===== src/rtl/jk_seq_pkg.sv =====
// jk_seq_pkg: shared op codes and FSM state encodings for the JK bank sequencer.
//   op_t    : LOAD / CLEAR / UP / DOWN command codes
//   state_t : IDLE / EXEC / DONE controller states
package jk_seq_pkg;
    typedef enum logic [1:0] {
        OP_LOAD  = 2'b00,
        OP_CLEAR = 2'b01,
        OP_UP    = 2'b10,
        OP_DOWN  = 2'b11
    } op_t;
    typedef enum logic [1:0] {
        IDLE = 2'b00,
        EXEC = 2'b01,
        DONE = 2'b10
    } state_t;
endpackage


===== src/rtl/jk_bit.sv =====
// jk_bit: single JK flip-flop with asynchronous active-low reset.
//   clk   : rising-edge clock
//   rst_n : async active-low reset, clears q
//   j, k  : 00 hold, 01 reset, 10 set, 11 toggle
//   q     : stored bit
module jk_bit (
    input  logic clk,
    input  logic rst_n,
    input  logic j,
    input  logic k,
    output logic q
);
    logic r_q;
    always_ff @(posedge clk or negedge rst_n) begin
        if (!rst_n) r_q <= 1'b0;
        else        r_q <= (j & ~r_q) | (~k & r_q);
    end
    assign q = r_q;
endmodule


===== src/rtl/jk_bank_sequencer.sv =====
// jk_bank_sequencer: command-driven controller sequencing a bank of W JK flip-flops.
//   clk, rst_n         : rising-edge clock, async active-low reset
//   cmd_valid/ready    : command handshake, accepted only in IDLE
//   cmd_op/data/len    : operation, load value, count steps
//   abort              : cut the running command short (EXEC only)
//   j, k               : drive currently applied to the bank
//   q                  : bank state
//   busy, done, aborted: EXEC indicator, completion pulse, abort qualifier
module jk_bank_sequencer
    import jk_seq_pkg::*;
#(
    parameter int W  = 4,
    parameter int LW = 8
) (
    input  logic          clk,
    input  logic          rst_n,
    input  logic          cmd_valid,
    output logic          cmd_ready,
    input  logic [1:0]    cmd_op,
    input  logic [W-1:0]  cmd_data,
    input  logic [LW-1:0] cmd_len,
    input  logic          abort,
    output logic [W-1:0]  j,
    output logic [W-1:0]  k,
    output logic [W-1:0]  q,
    output logic          busy,
    output logic          done,
    output logic          aborted
);
    state_t        r_state, w_next;
    op_t           r_op;
    logic [W-1:0]  r_data;
    logic [LW-1:0] r_len, r_cnt;
    logic          r_aborted;
    logic          w_accept, w_count_op;
    logic [LW-1:0] w_cnt_nx;
    logic [W-1:0]  w_up_t, w_dn_t;

    assign w_accept   = (r_state == IDLE) && cmd_valid;
    assign w_count_op = (r_op == OP_UP) || (r_op == OP_DOWN);
    assign w_cnt_nx   = r_cnt + LW'(1);
    // Bits that flip on increment/decrement are exactly those whose lower bits are all ones/zeros.
    assign w_up_t = q ^ (q + W'(1));
    assign w_dn_t = q ^ (q - W'(1));

    always_comb begin
        w_next = r_state;
        case (r_state)
            IDLE: if (cmd_valid)
                      w_next = (cmd_op[1] && cmd_len == '0) ? DONE : EXEC;
            EXEC: if (abort || !w_count_op || w_cnt_nx == r_len)
                      w_next = DONE;
            default: w_next = IDLE;
        endcase
    end

    always_comb begin
        j = '0;
        k = '0;
        if (r_state == EXEC && !abort) begin
            case (r_op)
                OP_LOAD:  begin j = r_data; k = ~r_data; end
                OP_CLEAR: k = '1;
                OP_UP:    begin j = w_up_t; k = w_up_t; end
                default:  begin j = w_dn_t; k = w_dn_t; end
            endcase
        end
    end

    always_ff @(posedge clk or negedge rst_n) begin
        if (!rst_n) begin
            r_state   <= IDLE;
            r_op      <= OP_LOAD;
            r_data    <= '0;
            r_len     <= '0;
            r_cnt     <= '0;
            r_aborted <= 1'b0;
        end else begin
            r_state <= w_next;
            if (w_accept) begin
                r_op      <= op_t'(cmd_op);
                r_data    <= cmd_data;
                r_len     <= cmd_len;
                r_cnt     <= '0;
                r_aborted <= 1'b0;
            end else if (r_state == EXEC) begin
                r_cnt     <= w_cnt_nx;
                r_aborted <= abort;
            end
        end
    end

    assign cmd_ready = (r_state == IDLE);
    assign busy      = (r_state == EXEC);
    assign done      = (r_state == DONE);
    assign aborted   = done && r_aborted;

    for (genvar g = 0; g < W; g++) begin : g_bank
        jk_bit u_bit (
            .clk  (clk),
            .rst_n(rst_n),
            .j    (j[g]),
            .k    (k[g]),
            .q    (q[g])
        );
    end
endmodule


===== config.mk =====
export PLATFORM = sky130hd
export DESIGN_NAME = jk_bank_sequencer
export DESIGN_NICKNAME = d
export VERILOG_FILES = /design/src/rtl/jk_seq_pkg.sv /design/src/rtl/jk_bit.sv /design/src/rtl/jk_bank_sequencer.sv
export SDC_FILE = /design/constraint.sdc
export NUM_CORES = 1
export LEC_CHECK = 0
export ABC_AREA = 1
export BUFFER_PORTS_ARGS = -buffer_cell sky130_fd_sc_hd__clkbuf_2
export CAP_MARGIN = 20
export CELL_PAD_IN_SITES_DETAIL_PLACEMENT = 0
export CELL_PAD_IN_SITES_GLOBAL_PLACEMENT = 2
export CORE_ASPECT_RATIO = 1.2
export CORE_MARGIN = 1
export CORE_UTILIZATION = 34
export CTS_BUF_LIST = sky130_fd_sc_hd__clkbuf_4 sky130_fd_sc_hd__clkbuf_8 sky130_fd_sc_hd__clkbuf_16
export CTS_CLUSTER_SIZE = 10
export DETAILED_ROUTE_END_ITERATION = 8
export HOLD_SLACK_MARGIN = 0.02
export PLACE_DENSITY = 0.83
export SLEW_MARGIN = 25
export SYNTH_ARGS = -nofsm -noshare
export SYNTH_HDL_FRONTEND = slang
export SYNTH_HIERARCHICAL = 1
export SYNTH_SLANG_ARGS = --single-unit

===== constraint.sdc =====
create_clock -name clk -period 2.5 [get_ports clk]
set_clock_uncertainty 0.05 [all_clocks]
set_input_delay 0.125 -clock clk [delete_from_list [all_inputs] [get_ports clk]]
set_output_delay 0.125 -clock clk [all_outputs]
set_load 0.02 [all_outputs]

==> impl_results.md <==
* Critical Path End: j[1]
* Die H at 81.2 um
* Die area at 5520 um2
* Min-delay worst type: in2reg
* Initial antenna violation count at 0
* Post-cts resize count at 0
* H-tree depth at 2
* # setup viols final at 0
* Crit Path Category: reg2out
* Setup crit end kind: output pin
* Remaining antenna violation count after routing at 0
* Seq/Total Area, Yosys at 40.8%
* Io pins at 34
* WP data arrival at 1.90 ns
* All-layer global routing usage at 17.8%
* Most common cell in the synthesized netlist: nand2_1
* Grt ovf at 0
* Clk sink count at 29
* Int Pwr at 1.40 mW
* PwrDens at 1210 nW/um2
* Cell variety after synth at 27
* CP startpoint kind: register
* Gate power share at 49.8%
* Max-slew violation count at 0
* Final Cycle Share at 82.8%
* Primary FF master, synth: dfrtp_1
* Final wirelength at 4100 um
* Maximum VDD drop at 430 uV
* Non-filler cells, final at 332
* Largest net degree at the start of global routing at 30
* Hold Worst Slack at 0.0337 ns
* Global-route wire length before repair at 7180 um
* Leakage at 1.07 nW
* Final hold violations at 0
* Status: finished, final reports clean
* CP required at 2.33 ns
* Area contributors post-synth: dfrtp_1, nand2_1, inv_1
* Pre-antenna DRT Iters at 4
* Clk slew on worst S/H paths at 0.06 ns
* Warnings from Yosys at 6
* Syn_area_per_cell at 7.72 um2
* Placer congestion estimate at 0.745
* R2R Setup Slk at 0.76 ns
* CTS tree: yes
* Initial Util at 35.7%
* # placed instances at 322
* Tmin final at 2.07 ns
* R2R Path End: g_bank[1].u_bit/q
* Async set-reset flop share out of synthesis at 100%
* Final TNS setup at 0 ns
* EDFF count, synth at 0
* Post-synth top cells: nand2_1, inv_1, dfrtp_1
* Setup crit start: g_bank[1].u_bit/q
* R2R depth at 8
* CTS root buffer: clkbuf_8
* Starting DRT DRC Count at 106
* DRC violations left at 0
* WL/cell at 12.4 um
* Syn_nets at 256
* Psw at 1.17 mW
* # port buffers at 33
* Rows at 28
* Vias in the first global route at 1587
* DR vias/cell at 4.79
* Post-detail-place hpwl at 3210 um
* RSZ-0062 raised after global routing: no
* Final antenna diode count at 0
* CTS max path bufs at 2
* Worst r2r src: g_bank[1].u_bit/q
* Relative slew margins at 49.3%
* Clk_lat worst skew at 0.28 ns
* Sw Share at 45.5%
* Critical path fanouts, max at 7
* Core area at 4970 um2
* Clock share of power at 15.6%
* Least-Margin Pin Slew at 0.761 ns
* Chip Width at 68.0 um
* Layout Nets at 297
* Yosys top cell by area: dfrtp_1
* Max Fclk at 483 MHz
* Flop pwr share at 34.5%
* Top-area cell type share of the netlist area at 40.8%
* Max-cap viol count at 0
* Syn Inst Count at 230
* Area growth, synth to finish at 19.5%
* Synth Cell Area at 1780 um2
* Synth Register Bits at 29
* Via count at 1590
* CTS buffer count at 5
* Layout cells sized above 1 at 24.3%
==> worst min-delay path by stage <==
stage / end / startpoint / cells past startpoint / slack [ns]
finish: r_data[3] / cmd_data[3] / 2 / 0.03
global route: r_data[3] / cmd_data[3] / 2 / 0.03
CTS: r_data[3] / cmd_data[3] / 2 / 0.02
detailed placement: r_cnt[2] / rst_n / 1 / 0.18
global placement: r_cnt[2] / rst_n / 1 / 0.19
floorplan: g_bank[0].u_bit/q / rst_n / 0 / -0.22
==> power groups by stage <==
stage / registers (mW) / logic (mW) / clock network [mW]
after floorplan: 0.888 / 0.951 / 0
after global placement: 0.901 / 1.30 / 0
after detailed placement: 0.901 / 1.29 / 0
after CTS: 0.892 / 1.30 / 0.418
after global routing: 0.931 / 1.47 / 0.436
final: 0.889 / 1.28 / 0.403
==> metrics by stage <==
step	util (%)	setup WS [ns]	total power, mW	cell area (um2)
finish	42.7	0.429	2.57	2120
global placement	40.4	0.701	2.20	2010
CTS	42.7	0.428	2.61	2120
detailed placement	40.4	0.726	2.19	2010
global route	42.7	0.276	2.84	2120
floorplan	-	0.567	1.84	1780
==> metal layers <==
| layer | GRT usage (%) | vias to the layer above | routed length, um |
|---|---|---|---|
| met4 | 7.92 | 0 | 110 |
| met3 | 4.21 | 9 | 151 |
| li1 | - | 811 | - |
| met5 | 0 | - | 0 |
| met2 | 31.2 | 33 | 2100 |
| met1 | 20.0 | 737 | 1750 |
==> layout by cell type, fill, tap and decap left out <==
cell type | Yosys | routed
clkbuf_4 | 0 | 3
inv_1 | 32 | 32
ha_1 | 8 | 8
nand2_1 | 51 | 51
nor3_1 | 3 | 3
a21oi_1 | 16 | 16
nor2_2 | 4 | 4
and2_1 | 1 | 1
clkbuf_2 | 0 | 33
nor2_1 | 23 | 23
o21ai_0 | 7 | 7
dlygate4sd3_1 | 0 | 2
clkbuf_8 | 0 | 5
xor2_1 | 2 | 2
o22ai_1 | 2 | 2
xnor2_1 | 1 | 1
o21ai_1 | 4 | 4
o21ai_2 | 1 | 1
dfrtp_1 | 29 | 29
inv_2 | 3 | 3
nand3_1 | 19 | 19
nand3b_1 | 2 | 2
o21bai_1 | 1 | 1
nand2_2 | 3 | 3
buf_4 | 1 | 1
and3_1 | 1 | 1
nor2_4 | 4 | 4
nor4_1 | 2 | 2
mux2_2 | 8 | 8
nand3_2 | 1 | 1
==> flip-flops by register name (all words and copies together) (netlist names) <==
name            cells
g_bank.u_bit/q      4
r_aborted           1
r_op                2
r_len               8
r_data              4
r_state             2
r_cnt               8
==> area by class of cell <==
| class | instances | area, um2 |
|---|---|---|
| inverter | 35 | 131 |
| tap | 60 | 75.1 |
| fill | 523 | 2850 |
| sequential | 29 | 726 |
| timing repair buffer | 36 | 193 |
| multi-input combinational | 164 | 907 |
| clock buffer | 8 | 91.3 |
==> worst max-delay path: stages (launching register included) <==
cell	delay (ns)
dfrtp_1	0.46
inv_1	0.10
ha_1	0.29
xor2_1	0.24
nand2_1	0.13
a21oi_1	0.20
clkbuf_2	0.20
==> kinds of logic (layout without fill, tap and decap cells) <==
family,Yosys count,count (layout),synth area share (%)
buffers and inverters,37,79,8.10
multiplexers,8,8,5.07
AO/OA/AOI/OAI,31,31,9.23
AND/OR/NAND/NOR,114,114,29.6
adder cells (fa/ha/maj),8,8,5.63
XOR/XNOR,3,3,1.48
flip-flops,29,29,40.8
==> timing repair <==
| item | in CTS | in global routing |
|---|---|---|
| hold buffers | 2 | 0 |
| endpoints found under the hold margin | 30 | 0 |
| buffers inserted | 0 | 0 |
No activity file was read; power rests on OpenSTA's default activity.
